`src/rtl/ars_sbox8_preimage_if.sv`:
```
// Request/candidate bundle for the DES S-box 8 preimage engine.
// master = requester / candidate consumer, slave = engine.
interface ars_sbox8_preimage_if;
    logic       req_valid;
    logic       req_ready;
    logic [3:0] req_dout;
    logic [3:0] req_rowmask;
    logic       out_valid;
    logic       out_ready;
    logic [5:0] out_addr;
    logic [1:0] out_row;
    logic       out_last;
    logic       done;
    logic       chk_err;

    modport master (
        output req_valid, req_dout, req_rowmask, out_ready,
        input  req_ready, out_valid, out_addr, out_row, out_last, done, chk_err
    );

    modport slave (
        input  req_valid, req_dout, req_rowmask, out_ready,
        output req_ready, out_valid, out_addr, out_row, out_last, done, chk_err
    );
endinterface

```
`src/rtl/ars_sbox8_preimage.sv`:
```
// Inverse-lookup engine for DES S-box 8: streams one 6-bit input per selected row that maps to a value.
// Optional forward-model self-check enabled by defining ARS_SBOX8_PREIMAGE_CHECK_EN.
module ars_sbox8_preimage (
    input  logic                        clk,
    input  logic                        rst_n,
    ars_sbox8_preimage_if.slave         bus
);
    typedef enum logic [1:0] {S_IDLE, S_EMIT, S_DONE} state_t;

    state_t     r_state;
    logic       r_req_ready;
    logic       r_out_valid;
    logic       r_out_last;
    logic       r_done;
    logic [5:0] r_out_addr;
    logic [1:0] r_out_row;
    logic [3:0] r_dout;
    logic [3:0] r_rem;

    // Each row constant holds column 15 in the top nibble, column 0 in the bottom.
    function automatic logic [3:0] sbox8_fwd(input logic [1:0] row, input logic [3:0] col);
        logic [63:0] t;
        case (row)
            2'd0:    t = 64'h7C05E39A1BF6482D;
            2'd1:    t = 64'h29E0B65C473A8DF1;
            2'd2:    t = 64'h853FDA602EC914B7;
            default: t = 64'hB65309CFD8A47E12;
        endcase
        return t[{col, 2'b00} +: 4];
    endfunction

    // Rows are permutations, so exactly one column matches.
    function automatic logic [3:0] sbox8_inv(input logic [1:0] row, input logic [3:0] val);
        logic [3:0] col;
        col = 4'd0;
        for (int c = 0; c < 16; c++)
            if (sbox8_fwd(row, 4'(c)) == val) col = 4'(c);
        return col;
    endfunction

    function automatic logic [1:0] lowest(input logic [3:0] m);
        if (m[0])      return 2'd0;
        else if (m[1]) return 2'd1;
        else if (m[2]) return 2'd2;
        else           return 2'd3;
    endfunction

    logic [3:0] w_src_mask;
    logic [3:0] w_src_dout;
    logic [1:0] w_row;
    logic [3:0] w_rem;
    logic [3:0] w_col;
    logic       w_accept;
    logic       w_out_hs;

    // In IDLE the first candidate comes straight from the request fields.
    assign w_src_mask = (r_state == S_IDLE) ? bus.req_rowmask : r_rem;
    assign w_src_dout = (r_state == S_IDLE) ? bus.req_dout    : r_dout;
    assign w_row      = lowest(w_src_mask);
    assign w_rem      = w_src_mask & ~(4'b0001 << w_row);
    assign w_col      = sbox8_inv(w_row, w_src_dout);
    assign w_accept   = r_req_ready & bus.req_valid;
    assign w_out_hs   = r_out_valid & bus.out_ready;

    always_ff @(posedge clk or negedge rst_n) begin
        if (!rst_n) begin
            r_state     <= S_IDLE;
            r_req_ready <= 1'b0;
            r_out_valid <= 1'b0;
            r_out_last  <= 1'b0;
            r_out_addr  <= 6'd0;
            r_out_row   <= 2'd0;
            r_done      <= 1'b0;
            r_dout      <= 4'd0;
            r_rem       <= 4'd0;
        end else begin
            r_done <= 1'b0;
            case (r_state)
                S_IDLE: begin
                    r_req_ready <= 1'b1;
                    if (w_accept) begin
                        r_req_ready <= 1'b0;
                        r_dout      <= bus.req_dout;
                        if (bus.req_rowmask == 4'd0) begin
                            r_state <= S_DONE;
                            r_done  <= 1'b1;
                        end else begin
                            r_state     <= S_EMIT;
                            r_out_valid <= 1'b1;
                            r_out_row   <= w_row;
                            r_out_addr  <= {w_row[1], w_col, w_row[0]};
                            r_out_last  <= (w_rem == 4'd0);
                            r_rem       <= w_rem;
                        end
                    end
                end
                S_EMIT: begin
                    if (w_out_hs) begin
                        if (r_rem != 4'd0) begin
                            r_out_row  <= w_row;
                            r_out_addr <= {w_row[1], w_col, w_row[0]};
                            r_out_last <= (w_rem == 4'd0);
                            r_rem      <= w_rem;
                        end else begin
                            r_out_valid <= 1'b0;
                            r_state     <= S_DONE;
                            r_done      <= 1'b1;
                        end
                    end
                end
                S_DONE: begin
                    r_state     <= S_IDLE;
                    r_req_ready <= 1'b1;
                end
                default: r_state <= S_IDLE;
            endcase
        end
    end

`ifdef ARS_SBOX8_PREIMAGE_CHECK_EN
    logic r_chk_err;

    // Map the presented candidate forward again and compare with the latched target.
    always_ff @(posedge clk or negedge rst_n) begin
        if (!rst_n)
            r_chk_err <= 1'b0;
        else if (r_out_valid &&
                 (sbox8_fwd({r_out_addr[5], r_out_addr[0]}, r_out_addr[4:1]) != r_dout))
            r_chk_err <= 1'b1;
    end

    assign bus.chk_err = r_chk_err;
`else
    assign bus.chk_err = 1'b0;
`endif

    assign bus.req_ready = r_req_ready;
    assign bus.out_valid = r_out_valid;
    assign bus.out_addr  = r_out_addr;
    assign bus.out_row   = r_out_row;
    assign bus.out_last  = r_out_last;
    assign bus.done      = r_done;
endmodule
```
`src/flat_wrapper.sv`:
```
// flat-port wrapper written by rule: the top's interface ports become plain ports
module ars_sbox8_preimage_flat 
  (clk, rst_n, bus_req_valid, bus_req_dout, bus_req_rowmask, bus_out_ready, bus_req_ready, bus_out_valid, bus_out_addr, bus_out_row, bus_out_last, bus_done, bus_chk_err);
  ars_sbox8_preimage_if bus_i ();
  input  logic clk;
  input  logic rst_n;
  input wire logic [$bits(bus_i.req_valid)-1:0] bus_req_valid;
  input wire logic [$bits(bus_i.req_dout)-1:0] bus_req_dout;
  input wire logic [$bits(bus_i.req_rowmask)-1:0] bus_req_rowmask;
  input wire logic [$bits(bus_i.out_ready)-1:0] bus_out_ready;
  output wire logic [$bits(bus_i.req_ready)-1:0] bus_req_ready;
  output wire logic [$bits(bus_i.out_valid)-1:0] bus_out_valid;
  output wire logic [$bits(bus_i.out_addr)-1:0] bus_out_addr;
  output wire logic [$bits(bus_i.out_row)-1:0] bus_out_row;
  output wire logic [$bits(bus_i.out_last)-1:0] bus_out_last;
  output wire logic [$bits(bus_i.done)-1:0] bus_done;
  output wire logic [$bits(bus_i.chk_err)-1:0] bus_chk_err;
  assign bus_i.req_valid = bus_req_valid;
  assign bus_i.req_dout = bus_req_dout;
  assign bus_i.req_rowmask = bus_req_rowmask;
  assign bus_i.out_ready = bus_out_ready;
  assign bus_req_ready = bus_i.req_ready;
  assign bus_out_valid = bus_i.out_valid;
  assign bus_out_addr = bus_i.out_addr;
  assign bus_out_row = bus_i.out_row;
  assign bus_out_last = bus_i.out_last;
  assign bus_done = bus_i.done;
  assign bus_chk_err = bus_i.chk_err;
  ars_sbox8_preimage u_core (.clk(clk), .rst_n(rst_n), .bus(bus_i));
endmodule
```
`config.mk`:
```
export PLATFORM = sky130hd
export DESIGN_NAME = ars_sbox8_preimage_flat
export DESIGN_NICKNAME = d
export VERILOG_FILES = /design/src/rtl/ars_sbox8_preimage_if.sv /design/src/rtl/ars_sbox8_preimage.sv /design/src/flat_wrapper.sv
export SDC_FILE = /design/constraint.sdc
export NUM_CORES = 1
export LEC_CHECK = 0
export BUFFER_PORTS_ARGS = -buffer_cell sky130_fd_sc_hd__buf_2
export CORE_UTILIZATION = 40
export CTS_CLUSTER_SIZE = 14
export DETAILED_ROUTE_END_ITERATION = 8
export MAX_ROUTING_LAYER = met4
export PLACE_DENSITY = 0.68
export SLEW_MARGIN = 0
export SYNTH_ARGS = -nofsm -noshare
export SYNTH_HDL_FRONTEND = slang
export SYNTH_SLANG_ARGS = --single-unit
```
`constraint.sdc`:
```
create_clock -name clk -period 5.59 [get_ports clk]
set_input_delay 1.677 -clock clk [delete_from_list [all_inputs] [get_ports clk]]
set_output_delay 1.677 -clock clk [all_outputs]
set_load 0.005 [all_outputs]
```
* Word level (Yosys, flattened, before mapping)
Cells that the tools add are included.
Word-level totals: register bits after elaboration 22, bits in latches 0, memory bits (writable) 0, memory bits (read-only) 0, input bits 12, output and inout bits 13, word-level logic and storage cells 107, memories 0
Cells by class: $add $sub $neg 0, $mul 0, divide/modulo/power cells 0, magnitude comparators 0, eq/ne operators 24, shifts and indexed selects 1, multiplexer cells 58, bitwise operators 4, reductions and logical operators 11
Operators by type and width (number):
- $pmux W64 S3 | 1
- $eq A4 B4 Y1 | 15
- $mux W4 | 14
- $mux W2 | 12
- $mux W6 | 4
- $mux W1 | 15
- $mux W3 | 4
- $pmux W6 S2 | 1
- $reduce_and A5 Y1 | 2
- $logic_not A4 Y1 | 2
- $pmux W1 S2 | 4
- $pmux W2 S2 | 2
- $pmux W4 S2 | 1
- $ne A2 B1 Y1 const B | 3
- $and A4 B4 Y4 | 1
- $eq A2 B1 Y1 const B | 2
- $eq A2 B2 Y1 const B | 2
- $logic_not A2 Y1 | 2
- $ne A2 B2 Y1 const B | 2
- $not A4 Y4 | 1
- $reduce_bool A2 Y1 | 2
- $reduce_bool A4 Y1 | 1
- $shl A1 B2 Y4 const A | 1
- $reduce_and A3 Y1 | 1
- 2 further kinds | 3

* Logic depth before layout (Yosys ltp)
depth after elaboration 26, mapped depth 15, mapped depth without buffers 11

* Worst setup path before layout
OpenSTA, ideal clock, no wires.
path kind input -> register, start point in bus_req_rowmask[0], end point reg u_core.r_out_addr[2] (netlist: u_core.bus.out_addr[2]), library setup time 0.094 ns, data arrival time 4.534 ns, data required time 5.496 ns, setup slack 0.962 ns, cell stages on the path 11, path buffers 1, cell sequence clkbuf_1 > nor4b_1 > a31oi_1 > o311ai_4 > ha_1 > xnor2_1 > or4b_1 > o31a_1 > or3_1 > a211o_1 > a221oi_2
On the way: word-level cells in the longest chain between the ends 22, elaborated cells on any way between the ends 42, classes of those cells 17 x eq/ne; 22 x mux; 3 x reduce/logical
Ends and longest elaborated chain:
- start, declared | RTL line flat_wrapper.sv:9 | input wire logic [$bits(bus_i.req_rowmask)-1:0] bus_req_rowmask;
- $mux W4 * | RTL line ars_sbox8_preimage.sv:57 | assign w_src_mask = (r_state == S_IDLE) ? bus.req_rowmask : r_rem;
- $mux W2 * | RTL line ars_sbox8_preimage.sv:42 | if (m[0]) return 2'd0;
- net u_core.w_row[0] | RTL line ars_sbox8_preimage.sv:50 | logic [1:0] w_row;
- $eq A2 B2 Y1, or another cell as far along | RTL line ars_sbox8_preimage.sv:23 | case (row)
- $pmux W64 S3 * | RTL line ars_sbox8_preimage.sv:23
- $eq A4 B4 Y1 | RTL line ars_sbox8_preimage.sv:37 | if (sbox8_fwd(row, 4'(c)) == val) col = 4'(c);
- $mux W2 (2 in series) | RTL line ars_sbox8_preimage.sv:37
- $mux W3 (4 in series) | RTL line ars_sbox8_preimage.sv:37
- $mux W4 (7 in series) | RTL line ars_sbox8_preimage.sv:37
- $mux W4 * | RTL line ars_sbox8_preimage.sv:37
- $mux W6, on equally long branches | RTL line ars_sbox8_preimage.sv:99, ars_sbox8_preimage.sv:84
- $mux W6, on equally long branches | RTL line ars_sbox8_preimage.sv:98, ars_sbox8_preimage.sv:81
- $pmux W6 S2 * | RTL line ars_sbox8_preimage.sv:78 | case (r_state)
- end signal, assigned | RTL line ars_sbox8_preimage.sv:91 | r_out_addr <= {w_row[1], w_col, w_row[0]};
- end signal, assigned | RTL line ars_sbox8_preimage.sv:101 | r_out_addr <= {w_row[1], w_col, w_row[0]};
- end, declared | RTL line ars_sbox8_preimage.sv:15 | logic [5:0] r_out_addr;
Mark *: on every way through the listed nets, which the timed path passes. The rest lies on a longest branch. The select of a mux whose other input is x is not followed. A chain may end at the register's enable or synchronous reset.

* Final worst setup path
start point in bus_req_rowmask[1], end point reg u_core.r_out_addr[1] (netlist: u_core.bus.out_addr[1])
On the way: word-level cells in the longest chain between the ends 24, elaborated cells on any way between the ends 45, classes of those cells 18 x eq/ne; 24 x mux; 3 x reduce/logical
Ends and longest elaborated chain:
- $mux W4 * | RTL line ars_sbox8_preimage.sv:57
- $mux W2 * | RTL line ars_sbox8_preimage.sv:43 | else if (m[1]) return 2'd1;
- $mux W2 * | RTL line ars_sbox8_preimage.sv:42
- net u_core.w_row[0] | RTL line ars_sbox8_preimage.sv:50
- $eq A2 B2 Y1, or another cell as far along | RTL line ars_sbox8_preimage.sv:23
- $pmux W64 S3 * | RTL line ars_sbox8_preimage.sv:23
- $eq A4 B4 Y1 | RTL line ars_sbox8_preimage.sv:37
- $mux W1 | RTL line ars_sbox8_preimage.sv:37
- $mux W2 (2 in series) | RTL line ars_sbox8_preimage.sv:37
- $mux W3 (4 in series) | RTL line ars_sbox8_preimage.sv:37
- $mux W4 (7 in series) | RTL line ars_sbox8_preimage.sv:37
- $mux W4 * | RTL line ars_sbox8_preimage.sv:37
- $mux W6, on equally long branches | RTL line ars_sbox8_preimage.sv:99, ars_sbox8_preimage.sv:84
- $mux W6, on equally long branches | RTL line ars_sbox8_preimage.sv:98, ars_sbox8_preimage.sv:81
- $pmux W6 S2 * | RTL line ars_sbox8_preimage.sv:78
Marks and branches as above.

==> impl_metrics.yaml <==
placed_design:
  place_area_sq_mm: 0.00166
  port-buffer-count: 23
  gp_congestion: 0.979
  placedCellCount: 231
  post-dp-hpwl_um: 2470
floorplanning:
  die_x_um: 64.3
  rows: 22
  io_pins: 25
  initial_utilization: 0.421
  core_area_sq_mm: 0.00369
  dieArea_sq_mm: 0.00414
  die_y_um: 64.3
routing:
  vias: 1247
  dr.pass1.iters: 4
  drc_errors: 0
  totalWireLength_um: 3110
  drt_iter0_markers: 40
  final_antenna_net_count: 0
  viasPerCell: 5.33
  wl_per_cell_um: 13.3
min_path:
  hold_depth: 2
  hold_path_class: "register to register"
clock_network:
  path_clk_slew_ps: 70
  cts_tree: "built"
  hold_buffers: 0
  cts-root-buf: "clkbuf_8"
  clockBufferDepth: 2
  h-tree-depth: 1
  clock_sinks: 20
  insertion_delay_ps: 250
  cts_buffers: 3
  post-cts-setup-buffer-count: 0
  post_cts_resized: 0
worst_setup_path:
  crit_path_max_fanout: 6
  worst_setup_path_start_kind: "input pin"
  path_cells: "buf_2, nor4b_1, a31oi_1, o311ai_4, inv_1, ha_1, or3b_2, a211oi_1, inv_1, a211oi_1, nor4_1, o22a_1"
  path_depth: 12
  cpMaxStageDelayCell: "or3b_2"
  crit_required_ps: 5730
  crit_path_max_incr_delay_ps: 490
  critical_path_class: "input pin to register"
  critPathTopFamily: "compound AO/OA/AOI/OAI gates"
  critical_path_buf_inv_count: 3
  r2r_cells: 11
  cp-end-kind: "register"
  cp.arrival_ps: 4640
cells_and_area:
  utilization: 0.461
  seq_area_sq_um: 500
  nNetsFinal: 203
  antennaDiodeCount: 0
  area_growth_syn_to_layout_pct: 9.50
  layout-drive-gt1-share: 0.242
  fin_area_sq_mm: 0.00170
  nFillCells: 380
  layout.cells.non_filler: 234
  multi_input_comb_area_sq_um: 951
synthesis:
  yosys_warnings: 0
  synth_top_cells_by_area: "dfrtp_1 32%, xnor2_1 7.9%, mux2_2 4.3%"
  synth.most_common_cell: "dfrtp_1"
  avgSynthCellArea_sq_um: 9.14
  ys_ff_latch: 20
  ys_async_sr_fraction: 1.00
  ys_types: 52
  syn_area_sq_mm: 0.00155
  synth_ff_type: "dfrtp_1"
  synth_top_cell_area_share: 0.322
  yosysSeqAreaShare: 0.322
  synth_nets: 185
  synth_top_area_cell: "dfrtp_1"
  syn_inst: 170
  synth_commonest_cells: "20 x dfrtp_1, 14 x nor2_1, 14 x xnor2_1"
  synth_edf_count: 0
timing:
  relSlewSlack: 0.573
  fin_tns_setup_ps: 0
  fin_skew_ps: 1.06
  min_period_ps: 4490
  worst_pin_slew_ps: 623
  final_max_slew_viol_count: 0
  final.period_utilization: 0.804
  finalHoldViolCount: 0
  setup_viol: 0
  rsz0062_at_grt: "no"
  timing.fmax_ghz: 0.222
flow_run:
  maxCapViolCount: 0
global_routing:
  overflow: 0
  grt_pass1_wl_um: 5310
  antenna_found_initial: 0
  grt_max_degree: 21
  grt_pass1_vias: 1148
  grt_usage: 0.167
outcome:
  status: "finished, final reports clean"
[through the flow]
step | hold slack [ps] | setup slack (ps)
after global routing | 508 | 894
after global placement | 471 | 845
after CTS | 494 | 1090
after detailed placement | 477 | 825
final | 485 | 1100
after floorplan | 466 | 962
[worst min-delay path: stages, from the launching register on]
cell and delay, ps:
dfrtp_1 340, nand2_1 50, o41ai_1 50
[cells in the final DEF (no fill, tap or decap), types with 3 or more instances in the layout]
cell type / synthesis / routed
nor4_1: 5 / 5
nor2_1: 14 / 14
ha_1: 3 / 3
mux2i_2: 3 / 3
nand4_1: 3 / 3
mux2_2: 6 / 6
a211oi_1: 3 / 3
nand3b_1: 3 / 3
o21ai_0: 3 / 3
inv_1: 7 / 7
a21oi_1: 12 / 12
dfrtp_1: 20 / 20
nand2_1: 11 / 11
buf_2: 1 / 23
xnor2_1: 14 / 14
clkbuf_8: 0 / 3
a31oi_1: 3 / 3
nand3_1: 7 / 7
and3_1: 3 / 3
xor2_1: 6 / 6
[final timing paths]
| check | startpoint | end | slack (ps) |
|---|---|---|---|
| worst min-delay path | u_core.bus.out_last | u_core.bus.out_last | 480 |
| max in group asynchronous | rst_n | u_core.r_dout[3] | 3900 |
| worst min register to register | u_core.bus.out_last | u_core.bus.out_last | 480 |
| worst max-delay path | bus_req_rowmask[1] | u_core.bus.out_addr[1] | 1100 |
| worst max register to register | u_core.r_state[0] | u_core.bus.out_addr[1] | 1710 |
| min in group asynchronous | rst_n | u_core.bus.out_addr[3] | 1370 |
[sequential cells by signal, indices dropped and copies added, names as in the netlist, 2 cells and up]
name / cells
u_core.r_dout: 4
u_core.bus.out_row: 2
u_core.r_rem: 4
u_core.r_state: 2
u_core.bus.out_addr: 4
[cell families (layout without fill, tap and decap cells)]
group | Yosys count | in the layout | synth area share
adder cells (fa/ha/maj) | 3 | 3 | 0.0242
AO/OA/AOI/OAI | 34 | 34 | 0.159
XOR/XNOR | 21 | 21 | 0.123
multiplexers | 10 | 10 | 0.0765
flip-flops | 20 | 20 | 0.322
other | 1 | 1 | 0.00241
AND/OR/NAND/NOR | 63 | 63 | 0.226
buffers and inverters | 18 | 34 | 0.0660
[layout make-up]
| class | instances | share of cell area |
|---|---|---|
| clock buffers | 3 | 0.0243 |
| flip-flops and latches | 20 | 0.294 |
| repair buffers | 24 | 0.0721 |
| multi-input cells | 132 | 0.559 |
| well taps | 48 | 0.0353 |
| inverters | 7 | 0.0154 |
[routing by layer]
| layer | wire [um] | share of wire | vias to the layer above | global-route usage |
|---|---|---|---|---|
| met5 | 0 | 0 | - | - |
| met3 | 154 | 0.050 | 2 | 0.0393 |
| met1 | 1520 | 0.49 | 577 | 0.221 |
| met4 | 17 | 0.0055 | 0 | 0.0250 |
| met2 | 1420 | 0.46 | 35 | 0.263 |
| li1 | - | - | 633 | - |
Power is not shown: default switching activity piles up to over one toggle a cycle in this logic, so the estimate is an artifact.
